<file path="src/rtl/program_loader.sv">
// program_loader: framed byte-stream loader that fills program memory and releases the core on a good checksum
module program_loader #(
  parameter int          MEMORY_DEPTH = 64,
  parameter int          ADDR_WIDTH   = 6,
  parameter logic [7:0]  SYNC_BYTE    = 8'hA5
) (
  input  logic                  clk,
  input  logic                  reset,
  input  logic [7:0]            in_data,
  input  logic                  in_valid,
  output logic                  in_ready,
  output logic                  prog_we,
  output logic [ADDR_WIDTH-1:0] prog_addr,
  output logic [31:0]           prog_data,
  output logic                  cpu_hold,
  output logic                  done,
  output logic                  error
);
  typedef enum logic [2:0] {IDLE, LEN_HI, LEN_LO, DATA, WRITE, CHECK, DONE, ERROR} state_t;
  state_t                state_q, state_d;
  logic [15:0]           len_q, len_d;
  logic [23:0]           word_q, word_d;
  logic [1:0]            cnt_q, cnt_d;
  logic [ADDR_WIDTH-1:0] idx_q, idx_d;
  logic [ADDR_WIDTH-1:0] addr_q, addr_d;
  logic [31:0]           data_q, data_d;
  logic [7:0]            chk_q, chk_d;
  logic                  acc;
  logic [15:0]           len_new;
  assign acc       = in_valid & in_ready;
  assign len_new   = {len_q[15:8], in_data};
  assign in_ready  = state_q != WRITE;
  assign prog_we   = state_q == WRITE;
  assign cpu_hold  = state_q != DONE;
  assign done      = state_q == DONE;
  assign error     = state_q == ERROR;
  assign prog_addr = addr_q;
  assign prog_data = data_q;
  // next-state: frame parsing, word assembly and checksum accumulation
  always_comb begin
    state_d = state_q;
    len_d   = len_q;
    word_d  = word_q;
    cnt_d   = cnt_q;
    idx_d   = idx_q;
    addr_d  = addr_q;
    data_d  = data_q;
    chk_d   = chk_q;
    case (state_q)
      IDLE:   state_d = (acc && in_data == SYNC_BYTE) ? LEN_HI : IDLE;
      LEN_HI: if (acc) begin
        len_d[15:8] = in_data;
        state_d     = LEN_LO;
      end
      LEN_LO: if (acc) begin
        len_d[7:0] = in_data;
        idx_d      = '0;
        cnt_d      = '0;
        chk_d      = '0;
        state_d    = (len_new == 16'd0 || len_new > 16'(MEMORY_DEPTH)) ? ERROR : DATA;
      end
      DATA: if (acc) begin
        word_d = {word_q[15:0], in_data};
        chk_d  = chk_q ^ in_data;
        cnt_d  = cnt_q + 2'd1;
        if (cnt_q == 2'd3) begin
          addr_d  = idx_q;
          data_d  = {word_q, in_data};
          state_d = WRITE;
        end
      end
      WRITE: begin
        idx_d   = idx_q + 1'b1;
        state_d = (16'(idx_q) + 16'd1 == len_q) ? CHECK : DATA;
      end
      CHECK:  if (acc) state_d = (in_data == chk_q) ? DONE : ERROR;
      DONE, ERROR: if (acc && in_data == SYNC_BYTE) state_d = LEN_HI;
      default: state_d = IDLE;
    endcase
  end
  // state and datapath registers with synchronous reset
  always_ff @(posedge clk) begin
    if (reset) begin
      state_q <= IDLE;
      len_q   <= '0;
      word_q  <= '0;
      cnt_q   <= '0;
      idx_q   <= '0;
      addr_q  <= '0;
      data_q  <= '0;
      chk_q   <= '0;
    end else begin
      state_q <= state_d;
      len_q   <= len_d;
      word_q  <= word_d;
      cnt_q   <= cnt_d;
      idx_q   <= idx_d;
      addr_q  <= addr_d;
      data_q  <= data_d;
      chk_q   <= chk_d;
    end
  end
endmodule

</file>
<file path="config.mk">
export PLATFORM = sky130hd
export DESIGN_NAME = program_loader
export DESIGN_NICKNAME = d
export VERILOG_FILES = /design/src/rtl/program_loader.sv
export SDC_FILE = /design/constraint.sdc
export NUM_CORES = 1
export LEC_CHECK = 0
export CORE_MARGIN = 3
export CORE_UTILIZATION = 55
export DETAILED_ROUTE_END_ITERATION = 8
export GPL_ROUTABILITY_DRIVEN = 0
export GPL_TIMING_DRIVEN = 1
export PLACE_DENSITY = 0.8
export SLEW_MARGIN = 5
export SYNTH_ARGS = -nofsm -noshare
export SYNTH_HDL_FRONTEND = slang
export SYNTH_SLANG_ARGS = --single-unit
</file>
<file path="constraint.sdc">
create_clock -name clk -period 2.6 [get_ports clk]
set_input_delay 0.26 -clock clk [delete_from_list [all_inputs] [get_ports clk]]
set_output_delay 0.26 -clock clk [all_outputs]
set_load 0.005 [all_outputs]
</file>
==> flow_metrics.env, run 1 <==
export IMPL_status="completed"
export IMPL_reg2reg_depth=5
export IMPL_layout_cells_most_common_list="nand2_1 (172), dfxtp_1 (96), a21oi_1 (84)"
export IMPL_vert_die_dim_um=92.1
export IMPL_tightest_slew_ns=0.805
export IMPL_cts_inserted_buffers=9
export IMPL_floorplan_initialDensity_pct=58.5
export IMPL_critical_path_most_common_cell="nand2b_1"
export IMPL_clk_transition_reported_paths_ns=0.09
export IMPL_detailed_placement_hpwl_um=6560
export IMPL_ant_nets=0
export IMPL_post_layout_nonfiller_instances=675
export IMPL_postRouteWirelength_um=9300
export IMPL_clock_skew_ns=0.0126
export IMPL_biggest_cell_delay_along_the_critical_path_ns=0.62
export IMPL_critical_path_slowest_cell="dfxtp_1"
export IMPL_timing_worst_setup_path_type="register to output pin"
export IMPL_power_density_mw_per_mm2=509
export IMPL_dr_pass1_iters=5
export IMPL_mostFrequentLayoutCell="nand2_1"
export IMPL_antenna_found_initial=0
export IMPL_cts_hold_buffers_added=0
export IMPL_area_growth_syn_to_layout_pct=19.7
export IMPL_setup_repair_after_global_routing_missed_its_margin="no"
export IMPL_worstPathBufferInverterCount=2
export IMPL_yosys_warning_total=0
export IMPL_cts_sinks=97
export IMPL_setup_worst_path_start_class="register"
export IMPL_timing_max_transition_violations_final=0
export IMPL_grt_max_degree=46
export IMPL_floorplan_rows=30
export IMPL_clock_tree_root_cell="clkbuf_8"
export IMPL_synth_enable_flop_cells=0
export IMPL_critical_path_required_ns=2.34
export IMPL_synth_distinct_cells=48
export IMPL_avgSynthCellArea_um2=7.67
export IMPL_longest_clk_path_bufs=2
export IMPL_synth_seq_cells=97
export IMPL_arrival_ns=2.12
export IMPL_share_of_layout_cells_above_drive_strength_1_pct=7.43
export IMPL_ys_dominant_reg_cell="dfxtp_1"
export IMPL_grt_total_usage_pct=22.7
export IMPL_max_slew_margin_pct=46.4
export IMPL_synth_async_sr_flop_share_pct=0
export IMPL_grt_ovfl_total=0
export IMPL_io_pin_count=54
export IMPL_layout_worst_path_cycle_share_pct=91.7
export IMPL_whs_ns=0.458
export IMPL_num_vias=3702
export IMPL_post_drt_wl_per_cell_um=13.8
export IMPL_die_x_um=92.1
export IMPL_antenna_diode_count=0
export IMPL_core_area_mm2=0.00698
export IMPL_synth_yosys_seq_area_share_pct=47.6
export IMPL_synthCells=532
export IMPL_cts_tree="yes"
export IMPL_worst_path_dominant_cell_family="flip-flops"
export IMPL_worst_hold_path_class="register to register"
export IMPL_number_of_global_route_vias_before_repair=3456
export IMPL_clock_tree_htree_level_count=3
export IMPL_peakVddDrop_mv=0.366
export IMPL_port_buffers=53
export IMPL_viasPerCell=5.48
export IMPL_max_cap_viol_count=0
export IMPL_drc=0
export IMPL_global_route_wire_length_before_repair_um=15800
export IMPL_max_clock_freq_mhz=420
export IMPL_placedCellCount=659
export IMPL_n_fill_cell=583
export IMPL_crit_chain="nand2b_1 > nand2b_1 > inv_2 > clkdlybuf4s50_1"
export IMPL_mappedNetlistNets=545
export IMPL_detailedRoute_firstIterationViolations=261
export IMPL_power_leakage_nw=1.66
export IMPL_clk_latency_ns=0.36
export IMPL_endpoint_class_of_the_critical_path="output pin"
export IMPL_die_area_mm2=0.00849
export IMPL_totalNegativeSetupSlack_ns=0
export IMPL_worstHoldPathCells=2
export IMPL_critical_path_cell_count=4
export IMPL_period_minus_slack_ns=2.38
export IMPL_num_nets_final=587
export IMPL_post_syn_area_mm2=0.00408
export IMPL_report_final_setup_viol=0
export IMPL_timing_final_hold_violations=0
export IMPL_cp_max_fo=16
-- power by group --
part	total (W)	switching (W)	internal, W
sequential	0.00148	0.000000421	0.00148
clock	0.000913	0.000547	0.000366
combinational	0.0000862	0.0000549	0.0000312
total	0.00248	0.000602	0.00188
-- worst reg2reg max path, cell delays in order, from the launching register on --
cell      delay, ns
dfxtp_1        0.44
and3_1         0.41
a31oi_4        0.13
or4_4          0.50
a221oi_2       0.37
o22ai_1        0.12
-- through the flow --
step / setup slack (ns) / total power (W) / instance area, um2 / utilization (%)
floorplan: 0.806 / 0.00156 / 4080 / -
global placement: 0.462 / 0.00160 / 4690 / 67.2
detailed placement: 0.397 / 0.00160 / 4690 / 67.2
CTS: 0.139 / 0.00250 / 4880 / 69.9
global route: 0.102 / 0.00258 / 4880 / 69.9
finish: 0.217 / 0.00248 / 4880 / 69.9
-- cell families (layout without fill, tap and decap cells) --
kind of cell,Yosys count,after routing,synth area share [%]
AOI/OAI and AO/OA,126,126,17.7
adders and majority gates,2,2,0.613
buffers and inverters,45,92,5.03
xor gates and xnor gates,14,14,3.00
DFF,97,97,47.6
and+or+nand+nor,248,248,26.1
-- routing by layer --
metal | GRT usage (%) | share of wire (%)
met5 | 0 | 0
met4 | 11.4 | 2.5
met3 | 3.77 | 5.5
met2 | 36.1 | 47
met1 | 29.7 | 45
-- area by class of cell --
| cell class | instances | area [um2] | area share (%) |
|---|---|---|---|
| Timing Repair Buffer | 69 | 671 | 13.7 |
| Clock inverter | 7 | 65.1 | 1.33 |
| Inverter | 7 | 26.3 | 0.538 |
| Tap cell | 96 | 120 | 2.46 |
| Multi-Input combinational cell | 390 | 1930 | 39.6 |
| Clock buffer | 9 | 124 | 2.54 |
| Sequential cell | 97 | 1940 | 39.8 |
-- final timing paths --
kind / startpoint / endpoint / slack (ns)
max: state_q[1]$_SDFFE_PP0P_ / prog_we / 0.22
min: prog_addr[1]$_SDFFE_PP0P_ / prog_addr[1]$_SDFFE_PP0P_ / 0.46
max reg2reg: idx_q[2]$_SDFFE_PP0P_ / state_q[1]$_SDFFE_PP0P_ / 0.47
min reg2reg: prog_addr[1]$_SDFFE_PP0P_ / prog_addr[1]$_SDFFE_PP0P_ / 0.46
-- what timing repair did --
action                     CTS  global route
setup buffers                0             0
resized for setup            0             1
setup endpoints to repair    0             1
-- synth_stat cells, types with 3 or more instances --
| cell type | number | area share [%] |
|---|---|---|
| a31oi_1 | 4 | 0.61 |
| dfxtp_1 | 97 | 48 |
| buf_2 | 6 | 0.74 |
| nor2b_1 | 12 | 1.8 |
| nor3_1 | 3 | 0.37 |
| nand4_1 | 4 | 0.61 |
| nand2b_1 | 4 | 0.61 |
| inv_1 | 5 | 0.46 |
| o21ai_1 | 4 | 0.49 |
| xor2_1 | 7 | 1.5 |
| o21ai_0 | 10 | 1.2 |
| nor4_1 | 3 | 0.46 |
| nand3_1 | 10 | 1.2 |
| nand2_1 | 172 | 16 |
| xnor2_1 | 7 | 1.5 |
| a21oi_1 | 84 | 10 |
| clkbuf_1 | 29 | 2.7 |
| a211oi_1 | 3 | 0.55 |
| o21a_1 | 8 | 1.5 |
| nor2_1 | 25 | 2.3 |
| and2_1 | 3 | 0.46 |
-- state kept, by name, summed over array words and instances, names as in the netlist --
| name | cells |
|---|---|
| word_q | 24 |
| state_q | 3 |
| cnt_q | 2 |
| prog_data | 32 |
| len_q | 16 |
| prog_addr | 6 |
| idx_q | 6 |
| chk_q | 8 |
No activity file was read; power rests on OpenSTA's default activity.
==> run 2: changes to the inputs <==
ABC_AREA = 1   (was not set)
CORE_UTILIZATION = 54   (was 55)
GPL_ROUTABILITY_DRIVEN = 1   (was 0)
PLACE_DENSITY = 0.79   (was 0.8)
==> run 2 against run 1 <==
  * Non-clock buffer count is 10 lower
  * Synthesized cell count is 1.3% higher
  * Largest cell class unchanged
  * Maximum frequency increased by 15%
  * Synthesized area down 3.3%
  * First-iteration DRC count shrank 11%
  * Count of clock-buffer cells in the layout is 1 higher
==> flow_metrics.env, run 2 <==
export IMPL_status="completed"
export IMPL_floorplan_rows=30
export IMPL_startpoint="state_q[2]$_SDFFE_PP0P_"
export IMPL_cts_repair_resize_count=0
export IMPL_dr_pass1_iters=4
export IMPL_ant_nets=0
export IMPL_grt_ovfl_total=0
export IMPL_max_clock_freq_mhz=483
export IMPL_synth_top_area_share_pct=49.2
export IMPL_setup_repair_after_global_routing_missed_its_margin="no"
export IMPL_number_of_global_route_vias_before_repair=3465
export IMPL_post_synth_top_area_cell="dfxtp_1"
export IMPL_synth_top_cells_by_count="nand2_1 (113), dfxtp_1 (97), nor2_1 (86)"
export IMPL_num_vias=3615
export IMPL_grt_max_degree=56
export IMPL_die_x_um=91.5
export IMPL_setup_worst_path_start_class="register"
export IMPL_clock_skew_ns=0.0130
export IMPL_largest_reg_flops=32
export IMPL_worst_hold_path_class="register to register"
export IMPL_clk_transition_reported_paths_ns=0.08
export IMPL_routabilityCongestion=0.878
export IMPL_cts_tree="yes"
export IMPL_report_final_setup_viol=0
export IMPL_share_of_layout_cells_above_drive_strength_1_pct=4.78
export IMPL_synthCells=539
export IMPL_peakVddDrop_mv=0.341
export IMPL_endpoint_class_of_the_critical_path="output pin"
export IMPL_die_area_mm2=0.00837
export IMPL_timing_max_transition_violations_final=0
export IMPL_global_route_wire_length_before_repair_um=15900
export IMPL_finalWorstSetupSlack_ns=0.528
export IMPL_detailedRoute_firstIterationViolations=232
export IMPL_postRouteWirelength_um=9380
export IMPL_r2r_start="idx_q[1]$_SDFFE_PP0P_"
export IMPL_final_core_utilization_pct=67.8
export IMPL_detailed_placement_hpwl_um=6420
export IMPL_mostFrequentLayoutCell="nand2_1"
export IMPL_critical_path_required_ns=2.34
export IMPL_area_growth_syn_to_layout_pct=19.4
export IMPL_max_cap_viol_count=0
export IMPL_antenna_found_initial=0
export IMPL_vert_die_dim_um=91.5
export IMPL_worstHoldStart="len_q[10]$_SDFFE_PP0P_"
export IMPL_power_leakage_nw=1.90
export IMPL_cts_sinks=97
export IMPL_worst_r2r_setup_slack_ns=0.77
export IMPL_cp_max_fo=9
export IMPL_clk_latency_ns=0.36
export IMPL_layout_worst_path_cycle_share_pct=79.7
export IMPL_synth_enable_flop_cells=0
export IMPL_totalNegativeSetupSlack_ns=0
export IMPL_postCtsSetupRepairBufs=0
export IMPL_cts_hold_buffers_added=0
export IMPL_post_drt_wl_per_cell_um=13.7
export IMPL_timing_final_hold_violations=0
export IMPL_synth_yosys_seq_area_share_pct=49.2
export IMPL_yosys_warning_total=0
export IMPL_longest_clk_path_bufs=2
export IMPL_port_buffers=53
export IMPL_avgSynthCellArea_um2=7.32
export IMPL_arrival_ns=1.81
export IMPL_synth_top_cells_by_area="dfxtp_1 (49%), nand2_1 (11%), a21oi_1 (8.5%), nor2_1 (8.2%), o21ai_1 (4.8%)"
export IMPL_synth_distinct_cells=27
export IMPL_synth_seq_cells=97
export IMPL_synth_most_common_cell="nand2_1"
export IMPL_clock_tree_root_cell="clkbuf_8"
export IMPL_floorplan_initialDensity_pct=56.8
export IMPL_ys_dominant_reg_cell="dfxtp_1"
export IMPL_post_syn_area_mm2=0.00395
export IMPL_clock_tree_htree_level_count=3
export IMPL_io_pin_count=54
export IMPL_period_minus_slack_ns=2.07
export IMPL_layout_cells_most_common_list="nand2_1 (113), dfxtp_1 (97), nor2_1 (86)"
export IMPL_num_nets_final=597
export IMPL_max_slew_margin_pct=67.7
export IMPL_cts_inserted_buffers=9
export IMPL_core_area_mm2=0.00694
export IMPL_pre_cts_slack_ns=0.365
export IMPL_drc=0
export IMPL_mappedNetlistNets=552
export IMPL_antenna_diode_count=0
export IMPL_synth_async_sr_flop_share_pct=0
export IMPL_timing_worst_setup_path_type="register to output pin"
export IMPL_viasPerCell=5.30
export IMPL_grt_total_usage_pct=23.4
export IMPL_power_density_mw_per_mm2=617
export IMPL_tightest_slew_ns=0.484
==> run 2: final cells by class <==
class                           count  area (um2)
Clock buffer                       10         138
Multi-Input combinational cell    374        1720
Clock inverter                      3        43.8
Fill cell                         576        2230
Inverter                           43         161
Sequential cell                    97        1940
Tap cell                           96         120
Timing Repair Buffer               59         588
==> run 2: power breakdown <==
group          switching [W]  leakage [nW]  internal (W)
clock               0.000495        0.0941      0.000456
sequential         0.0000469         0.782       0.00154
combinational       0.000242          1.03      0.000128
==> run 2: worst paths after layout <==
| check | end | cells past startpoint |
|---|---|---|
| worst min register to register | len_q[10]$_SDFFE_PP0P_ | 2 |
| worst max-delay path | prog_we | 3 |
| worst min-delay path | len_q[10]$_SDFFE_PP0P_ | 2 |
| worst max register to register | state_q[1]$_SDFFE_PP0P_ | 12 |
==> run 2: cells by family after synthesis <==
family / count (synthesis) / synth area share (%)
AO/OA/AOI/OAI: 132 / 17.2
XOR/XNOR: 8 / 1.78
adder cells (fa/ha/maj): 2 / 0.634
buffers and inverters: 68 / 7.23
flip-flops: 97 / 49.2
AND/OR/NAND/NOR: 232 / 23.9
==> run 2: stage by stage <==
step / total power, W / area (um2) / instances / hold slack, ns
final: 0.00291 / 4710 / 682 / 0.463
after global routing: 0.00303 / 4710 / 682 / 0.482
after CTS: 0.00291 / 4710 / 682 / 0.465
after detailed placement: 0.00198 / 4530 / 669 / 0.450
after global placement: 0.00197 / 4530 / 669 / 0.444
after floorplan: 0.00187 / 3950 / 539 / 0.395
==> run 2: critical path: stages, from the launching register on <==
cell	delay (ns)
dfxtp_1	0.53
nand2_1	0.21
inv_2	0.19
clkdlybuf4s50_1	0.53
==> run 2: layer usage <==
metal	global-route usage (%)	part of all wire, %	routed length (um)	vias to the layer above
met1	28.3	44	4160	1662
met5	0	0	0	-
met2	39.3	49	4560	97
met4	9.30	2.4	228	0
li1	-	-	-	1835
met3	6.30	4.6	428	21
